`src/rtl/wb_hp_pkg.sv`:
```
//------------------------------------------------------------------------------
// wb_hp_pkg
// Shared constants for the wb_hp glitch/alarm test block:
//   - Wishbone word address of the control register
//   - CTL, GPIO and status bit positions
//   - glitch generator timing (period, window start, window length)
//   - alarm counter width, plus a saturating-increment helper
//------------------------------------------------------------------------------
`timescale 1ns/1ps
package wb_hp_pkg;

    // Control register lives at byte address 0x3000_0000 (word 0x0C00_0000)
    localparam logic [29:0] CTL_WORD_ADR = 30'h0C00_0000;

    // CTL bits; gpio_i[3:0] use the same order
    localparam int CTL_VCC       = 0;
    localparam int CTL_ALARM_RST = 1;
    localparam int CTL_CTR_RST   = 2;
    localparam int CTL_GLITCH_EN = 3;

    // GPIO enable pins
    localparam int GPIO_OE_EN    = 14;
    localparam int GPIO_PIN_CTL  = 15;

    // Status bit positions (read data and gpio_o share them)
    localparam int ST_ALARM      = 4;
    localparam int ST_LATCH      = 5;
    localparam int ST_CTR_LSB    = 6;

    // Glitch generator timing
    localparam int PERIOD        = 16;
    localparam int GLITCH_START  = 12;
    localparam int GLITCH_LEN    = 2;
    localparam int PHASE_W       = $clog2(PERIOD);

    localparam logic [PHASE_W-1:0] WIN_LO = PHASE_W'(GLITCH_START);
    localparam logic [PHASE_W-1:0] WIN_HI = PHASE_W'(GLITCH_START + GLITCH_LEN - 1);

    // Alarm counter
    localparam int CTR_W         = 8;

    function automatic logic [CTR_W-1:0] sat_inc(input logic [CTR_W-1:0] v);
        return (v == {CTR_W{1'b1}}) ? v : v + {{(CTR_W-1){1'b0}}, 1'b1};
    endfunction

endpackage

```
`src/rtl/wb_hp_core.sv`:
```
//------------------------------------------------------------------------------
// hp_core
// Test-glitch generator and its alarm detector.
//   clk, rst     : clock, synchronous active-high reset
//   ctl_eff[3:0] : effective control {glitch_en, alarm_ctr_rst, alarm_rst, vcc}
//   glitch       : registered pulse, high for phases 12..13 of each 16-cycle period
//   alarm        : glitch | glitch delayed one cycle
//   alarm_latch  : sticky alarm, cleared by alarm_rst
//   alarm_ctr    : saturating count of glitch rising edges, cleared by alarm_ctr_rst
//------------------------------------------------------------------------------
`timescale 1ns/1ps
module hp_core
    import wb_hp_pkg::*;
(
    input  logic             clk,
    input  logic             rst,
    input  logic [3:0]       ctl_eff,
    output logic             glitch,
    output logic             alarm,
    output logic             alarm_latch,
    output logic [CTR_W-1:0] alarm_ctr
);

    logic               active;
    logic               in_window;
    logic               glitch_rise;
    logic               glitch_d1;
    logic [PHASE_W-1:0] phase_p0;

    // Either reset request also parks the generator so the cleared state stays clean
    assign active = ctl_eff[CTL_VCC] & ctl_eff[CTL_GLITCH_EN]
                  & ~ctl_eff[CTL_ALARM_RST] & ~ctl_eff[CTL_CTR_RST];

    assign in_window   = (phase_p0 >= WIN_LO) && (phase_p0 <= WIN_HI);
    assign glitch_rise = glitch & ~glitch_d1;

    // Stretching by one cycle guarantees alarm is high on the falling edge of glitch
    assign alarm = glitch | glitch_d1;

    // ---- stage p0: phase counter / glitch register / detector state ----
    always_ff @(posedge clk) begin
        if (rst) begin
            phase_p0    <= '0;
            glitch      <= 1'b0;
            glitch_d1   <= 1'b0;
            alarm_latch <= 1'b0;
            alarm_ctr   <= '0;
        end else begin
            // Natural wrap of the phase counter gives the period
            phase_p0  <= active ? phase_p0 + PHASE_W'(1) : '0;
            glitch    <= active & in_window;
            glitch_d1 <= glitch;

            if (ctl_eff[CTL_ALARM_RST])
                alarm_latch <= 1'b0;
            else if (alarm)
                alarm_latch <= 1'b1;

            if (ctl_eff[CTL_CTR_RST])
                alarm_ctr <= '0;
            else if (glitch_rise)
                alarm_ctr <= sat_inc(alarm_ctr);
        end
    end

endmodule

```
`src/rtl/wb_hp.sv`:
```
//------------------------------------------------------------------------------
// wb_hp
// Wishbone-controlled test-glitch generator with alarm detection.
//   wb_clk_i, reset         : clock, synchronous active-high reset
//   user_clock2             : unused
//   wbs_cyc/stb/we/adr/dat_i: Wishbone slave request
//   wbs_ack_o               : ack one cycle after every request
//   wbs_stl_o               : tied 0
//   wbs_dat_o               : registered read data, held until the next read
//   gpio_i                  : [3:0] pin control, [14] status OE, [15] pin-control enable
//   gpio_o                  : [4] alarm, [5] alarm_latch, [13:6] alarm_ctr
//   gpio_enb                : active-low output enables, [13:4] follow gpio_i[14]
//   glitch                  : generated glitch pulse
//------------------------------------------------------------------------------
`timescale 1ns/1ps
module wb_hp
    import wb_hp_pkg::*;
(
    input  logic        wb_clk_i,
    input  logic        reset,
    input  logic        user_clock2,
    input  logic        wbs_cyc_i,
    input  logic        wbs_stb_i,
    input  logic        wbs_we_i,
    input  logic [31:0] wbs_adr_i,
    input  logic [31:0] wbs_dat_i,
    output logic        wbs_ack_o,
    output logic        wbs_stl_o,
    output logic [31:0] wbs_dat_o,
    input  logic [15:0] gpio_i,
    output logic [15:0] gpio_o,
    output logic [15:0] gpio_enb,
    output logic        glitch
);

    logic [15:0]      gpio_meta_p0;
    logic [15:0]      gpio_sync_p1;
    logic [3:0]       ctl;
    logic [3:0]       ctl_eff;
    logic             wb_req;
    logic             adr_hit;
    logic             alarm;
    logic             alarm_latch;
    logic [CTR_W-1:0] alarm_ctr;
    logic [31:0]      status;
    logic             unused_bits;

    // ---- stage p0/p1: two-flop GPIO synchronizer ----
    always_ff @(posedge wb_clk_i) begin
        if (reset) begin
            gpio_meta_p0 <= '0;
            gpio_sync_p1 <= '0;
        end else begin
            gpio_meta_p0 <= gpio_i;
            gpio_sync_p1 <= gpio_meta_p0;
        end
    end

    // Pins can only add control bits, never mask ones set over the bus
    assign ctl_eff = ctl | ({4{gpio_sync_p1[GPIO_PIN_CTL]}} & gpio_sync_p1[3:0]);

    assign wb_req  = wbs_cyc_i & wbs_stb_i;
    assign adr_hit = (wbs_adr_i[31:2] == CTL_WORD_ADR);
    assign status  = {{(32-ST_CTR_LSB-CTR_W){1'b0}}, alarm_ctr, alarm_latch, alarm, ctl};

    // ---- bus stage: ack, CTL write, registered read data ----
    always_ff @(posedge wb_clk_i) begin
        if (reset) begin
            wbs_ack_o <= 1'b0;
            wbs_dat_o <= '0;
            ctl       <= '0;
        end else begin
            wbs_ack_o <= wb_req;
            if (wb_req && wbs_we_i && adr_hit)
                ctl <= wbs_dat_i[3:0];
            if (wb_req && !wbs_we_i)
                wbs_dat_o <= adr_hit ? status : '0;
        end
    end

    assign wbs_stl_o = 1'b0;

    hp_core u_core (
        .clk         (wb_clk_i),
        .rst         (reset),
        .ctl_eff     (ctl_eff),
        .glitch      (glitch),
        .alarm       (alarm),
        .alarm_latch (alarm_latch),
        .alarm_ctr   (alarm_ctr)
    );

    assign gpio_o   = {2'b00, alarm_ctr, alarm_latch, alarm, 4'b0000};
    assign gpio_enb = {2'b11, {10{~gpio_sync_p1[GPIO_OE_EN]}}, 4'hF};

    // Inputs with no function in this block
    assign unused_bits = ^{user_clock2, gpio_sync_p1[13:4], wbs_adr_i[1:0], wbs_dat_i[31:4]};

endmodule

```
`config.mk`:
```
export PLATFORM = sky130hd
export DESIGN_NAME = wb_hp
export DESIGN_NICKNAME = d
export VERILOG_FILES = /design/src/rtl/wb_hp_pkg.sv /design/src/rtl/wb_hp_core.sv /design/src/rtl/wb_hp.sv
export SDC_FILE = /design/constraint.sdc
export NUM_CORES = 1
export LEC_CHECK = 0
export CAP_MARGIN = 10
export CORE_MARGIN = 2
export CORE_UTILIZATION = 31
export DETAILED_ROUTE_END_ITERATION = 8
export GPL_TIMING_DRIVEN = 0
export HOLD_SLACK_MARGIN = 0.06
export PLACE_DENSITY = 0.8
export SYNTH_ARGS = -nofsm -noshare
export SYNTH_HDL_FRONTEND = slang
export SYNTH_SLANG_ARGS = --single-unit
```
`constraint.sdc`:
```
create_clock -name wb_clk_i -period 1.4 [get_ports wb_clk_i]
set_input_delay 0.14 -clock wb_clk_i [delete_from_list [all_inputs] [get_ports wb_clk_i]]
set_output_delay 0.14 -clock wb_clk_i [all_outputs]
set_load 0.005 [all_outputs]
```
=== Word-level counts from Yosys, hierarchy flattened ===
Cells that the tools add are included.

* Word-level logic and storage cells: 41
* Input port bits: 86
* Register bits: 84
* Output and inout bits: 67

* Add/subtract/negate cells: 2
* $lt $le $gt $ge: 2
* Mux-type cells: 1
* Reductions and logical operators: 9
* Bitwise logic cells: 15
* Equality and inequality tests: 2

{| class="wikitable"
|+ Operators by type and width
! kind !! count
|-
| $eq 30x28->1 const B || 1
|-
| $mux 14 || 1
|-
| $add 8x1->8 const B || 1
|-
| $eq 8x8->1 const B || 1
|-
| $and 1x1->1 || 6
|-
| $not 1->1 || 6
|-
| $reduce_or 2->1 || 3
|-
| $add 4x1->4 const B || 1
|-
| $and 4x4->4 || 1
|-
| $ge 4x4->1 const B || 1
|-
| $le 4x4->1 const B || 1
|-
| $logic_and 1x1->1 || 4
|-
| $or 4x4->4 || 1
|-
| $reduce_and 2->1 || 1
|-
| $logic_not 1->1 || 1
|-
| $or 1x1->1 || 1
|}

=== Logic depth before layout (Yosys ltp) ===
* Word-level depth: 7
* Mapped depth: 6
* Depth with buffers taken out: 5

=== By module ===
From an unflattened synthesis, not the netlist that was laid out.

* Cell total of the unflattened synthesis: 247
* Area total of the unflattened synthesis: 2239.6 sq um

{| class="wikitable"
|+ Modules (own cells, without submodules)
! module !! area each (sq um) !! cells an instance !! instances
|-
| wb_hp || 1532.7 || 173 || 1
|-
| hp_core || 706.9 || 74 || 1
|}

=== Least setup slack after synthesis ===
OpenSTA, ideal clock, no wires.

* Path kind: register -> register
* From: register u_core.alarm_ctr[0]
* To: register u_core.alarm_ctr[1]
* Clock period less this slack: 1.439 ns
* Data arrival time: 1.325 ns
* Slack: -0.039 ns
* Buffers on the path: 0
* Library setup time: 0.114 ns
* Cell stages (with the launch flop): 6
* Cell sequence: dfxtp_1 ha_1 nand3_1 o21ai_0 mux2i_1 nor2_1

* Word-level cells in the longest chain between the ends: 3

{| class="wikitable"
|+ Ends and longest elaborated chain
! element !! line !! text
|-
| start, declared || wb_hp_core.sv:21 || <nowiki>output logic [CTR_W-1:0] alarm_ctr</nowiki>
|-
| start signal, assigned || wb_hp_core.sv:62 || <nowiki>alarm_ctr <= sat_inc(alarm_ctr);</nowiki>
|-
| branches (longest 3 deep; another with $add 8x1->8) || n/a ||
|}

Parallel ways; which one is timed is not known.
A chain may end at the register's enable or synchronous reset.

=== Worst setup path after layout ===
* From: register u_core.alarm_ctr[0]
* To: register u_core.alarm_ctr[7]

Same word-level chain as after synthesis.

==> results.tsv <==
stage	metric	value	unit
floorplan	die_x	87.2	microns
synth	yosysWarnings	0	
global_routing	grt_pass1_wl	7730	microns
floorplan	io_pins	153	
clocking	clock_sinks	46	
min_path	hold_depth	5	
clocking	cts_max_level	2	
layout	nNetsFinal	454	
synth	synthCells	241	
place	numPortBuffers	80	
global_routing	overflow	0	
place	dp_hpwl	3730	microns
floorplan	rows	30	
synth	yosys.area.top_type_share	0.430	
route	ant_nets	0	
timing	hold_viol	0	
setup_path	ff2ff_path_depth	5	
timing	fin_crit_sh	1.00	
route	wl_per_cell	11.1	microns
clocking	tritoncts	done	
setup_path	required	1.63	ns
setup_path	cp_data_arrival_time	1.64	ns
synth	ys_async_sr_fraction	0	
timing	max_freq	0.711	GHz
floorplan	core-area	6760	sq um
route	vias	1908	
layout	antennaDiodeCount	0	
timing	hold-worst-slack	0.325	ns
min_path	min-delay-start	wbs_adr_i[31]	
route	drt_iter0_drc	25	
clocking	clk_pin_slew	0.09	ns
global_routing	grt_pass1_vias	1797	
layout	final_util	0.514	
setup_path	cp-startpoint	u_core.alarm_ctr[0]	
setup_path	cp-start-kind	flop	
global_routing	grt_usage	0.128	
synth	yosysMostFrequentCell	dfxtp_1	
status	failed_checks	negative setup slack	
timing	grt_setup_unrepaired	yes	
layout	drive_gt1_frac	0.296	
synth	syn-cell-area	2140	sq um
setup_path	cp_max_fo	5	
pwr	p_per_area	711	nW/um^2
floorplan	initial_core_util	0.317	
run	max_cap_violations	0	
synth	yosys_register_bits	46	
layout	fin_area	3470	sq um
synth	synth_top_area_cell	dfxtp_1	
timing	setup_viol	1	
clocking	cts_root_buf	clkbuf_8	
global_routing	grt_max_degree	17	
floorplan	die_y	87.2	microns
pwr	ir_drop	0.000457	V
clocking	cts_buffers	5	
route	first_pass_iters	4	
synth	synth-main-ff-cell	dfxtp_1	
synth	avgSynthCellArea	8.89	sq um
pwr	p_leak	1.46	nW
route	viasPerCell	4.29	
status	status	complete, but fails checks	
setup_path	crit_path_end_kind	flop	
setup_path	regToRegSetupSlack	-0.006	ns
min_path	hp-class	in -> reg	
global_routing	grt_antenna_before_repair	0	
timing	slew_viol_final	0	
route	wl	4950	microns
place	place_area	3150	sq um
layout	stdcell_count	445	
place	place_congestion	0.729	
layout	synthToLayoutAreaGrowth	62.1	%
synth	synth_edf_count	0	
timing	tns	-0.00594	ns
place	dp.cells	430	
timing	fin_skew	0.00859	ns
synth	synth_common_cells	46 x dfxtp_1, 44 x buf_4, 18 x a21oi_1	
clocking	clock_path_buffers	2	
place	preCtsSetupSlack	-0.513	ns
clocking	insertion_delay	0.30	ns
min_path	holdPathEnd	wbs_dat_o[1]	
synth	synth_seq_area_share	0.430	
setup_path	crit_type	reg -> reg	
synth	ys_types	32	
timing	period_needed	1.41	ns
setup_path	r2r-start	u_core.alarm_ctr[0]	
pwr	power.total	2.47	mW
floorplan	die_area	7600	sq um
route	drc	0	
synth	synthTopCellsByArea	dfxtp_1 43%, buf_4 15%, nand4_1 4.7%	
timing	fin_ws	-0.00594	ns
setup_path	worstReg2RegEnd	u_core.alarm_ctr[7]	
clocking	hold_buffers	0	
[sequential cells by signal (all words and copies together), names as in the netlist]
name / cells
u_core.glitch_d1: 1
wbs_dat_o: 14
u_core.phase_p0: 4
u_core.alarm_ctr: 8
gpio_sync_p1: 6
u_core.glitch: 1
gpio_meta_p0: 6
u_core.alarm_latch: 1
ctl: 4
wbs_ack_o: 1
[kinds of logic (layout without fill, tap and decap cells)]
family | Yosys count | in the layout | share of synthesized area
other | 2 | 31 | 0.00350
and+or+nand+nor | 92 | 92 | 0.239
DFF | 46 | 46 | 0.430
buffers and inverters | 59 | 154 | 0.184
xor gates and xnor gates | 7 | 7 | 0.0286
AOI/OAI and AO/OA | 26 | 26 | 0.0677
muxes | 5 | 5 | 0.0234
adders and majority gates | 4 | 4 | 0.0234
[worst max path at each step]
stage / slack (ns) / to / cells past startpoint
floorplan: 0.05 / u_core.alarm_ctr[7] / 5
CTS: -0.006 / gpio_o[4] / 3
global placement: -0.49 / ctl[1] / 7
finish: -0.006 / u_core.alarm_ctr[7] / 5
detailed placement: -0.51 / wbs_dat_o[12] / 5
global route: -0.07 / u_core.alarm_ctr[7] / 5
[power breakdown]
group          leakage (nW)  switching [mW]  total [mW]  internal, mW
Sequential            0.381         0.00581        1.32          1.32
Clock                0.0408           0.468       0.825         0.357
Combinational          1.04           0.106       0.325         0.218
Total                  1.46           0.580        2.47          1.89
[area by class of cell]
cell class	instances	area (sq um)
Timing Repair inverter	1	7.51
Sequential cell	46	950
Timing Repair Buffer	88	877
Buffer	53	389
Multi-Input combinational cell	165	1040
Clock buffer	5	68.8
Fill cell	643	3280
Tap cell	80	100
Clock inverter	3	23.8
Inverter	4	15.0
[metal layers]
layer	vias to the layer above	GRT usage	share of wire
met5	-	0	0
met4	0	0.0378	0.012
met3	7	0.0313	0.066
met2	82	0.237	0.51
met1	833	0.144	0.41
li1	986	-	-
[what timing repair did]
action,in CTS,in global routing
setup endpoints to repair,39,36
resized for setup,38,45
pin swaps,4,12
gates cloned,1,0
setup buffers,5,3
[worst max-delay path, stage by stage, from the launching register on]
cell and delay (ns):
dfxtp_4 0.38, ha_4 0.17, nand3_4 0.10, o211ai_1 0.13, or3_1 0.41, a21oi_2 0.14
[cell usage in the layout, fill, tap and decap left out, types with 3 or more instances in the layout]
master / instances
a21oi_1: 16
buf_4: 52
buf_6: 3
clkbuf_2: 4
clkbuf_8: 5
clkdlybuf4s15_1: 3
clkdlybuf4s50_1: 58
clkinvlp_4: 3
conb_1: 31
dfxtp_1: 33
dfxtp_2: 8
dfxtp_4: 5
dlygate4sd2_1: 7
dlymetal6s2s_1: 11
ha_1: 3
inv_1: 3
mux2i_1: 5
nand2_1: 16
nand2b_1: 8
nand4_1: 16
nor2_1: 10
nor2_2: 5
nor2b_1: 13
nor4_2: 5
o211ai_1: 3
xor2_1: 5
(Power assumes the default switching activity.)
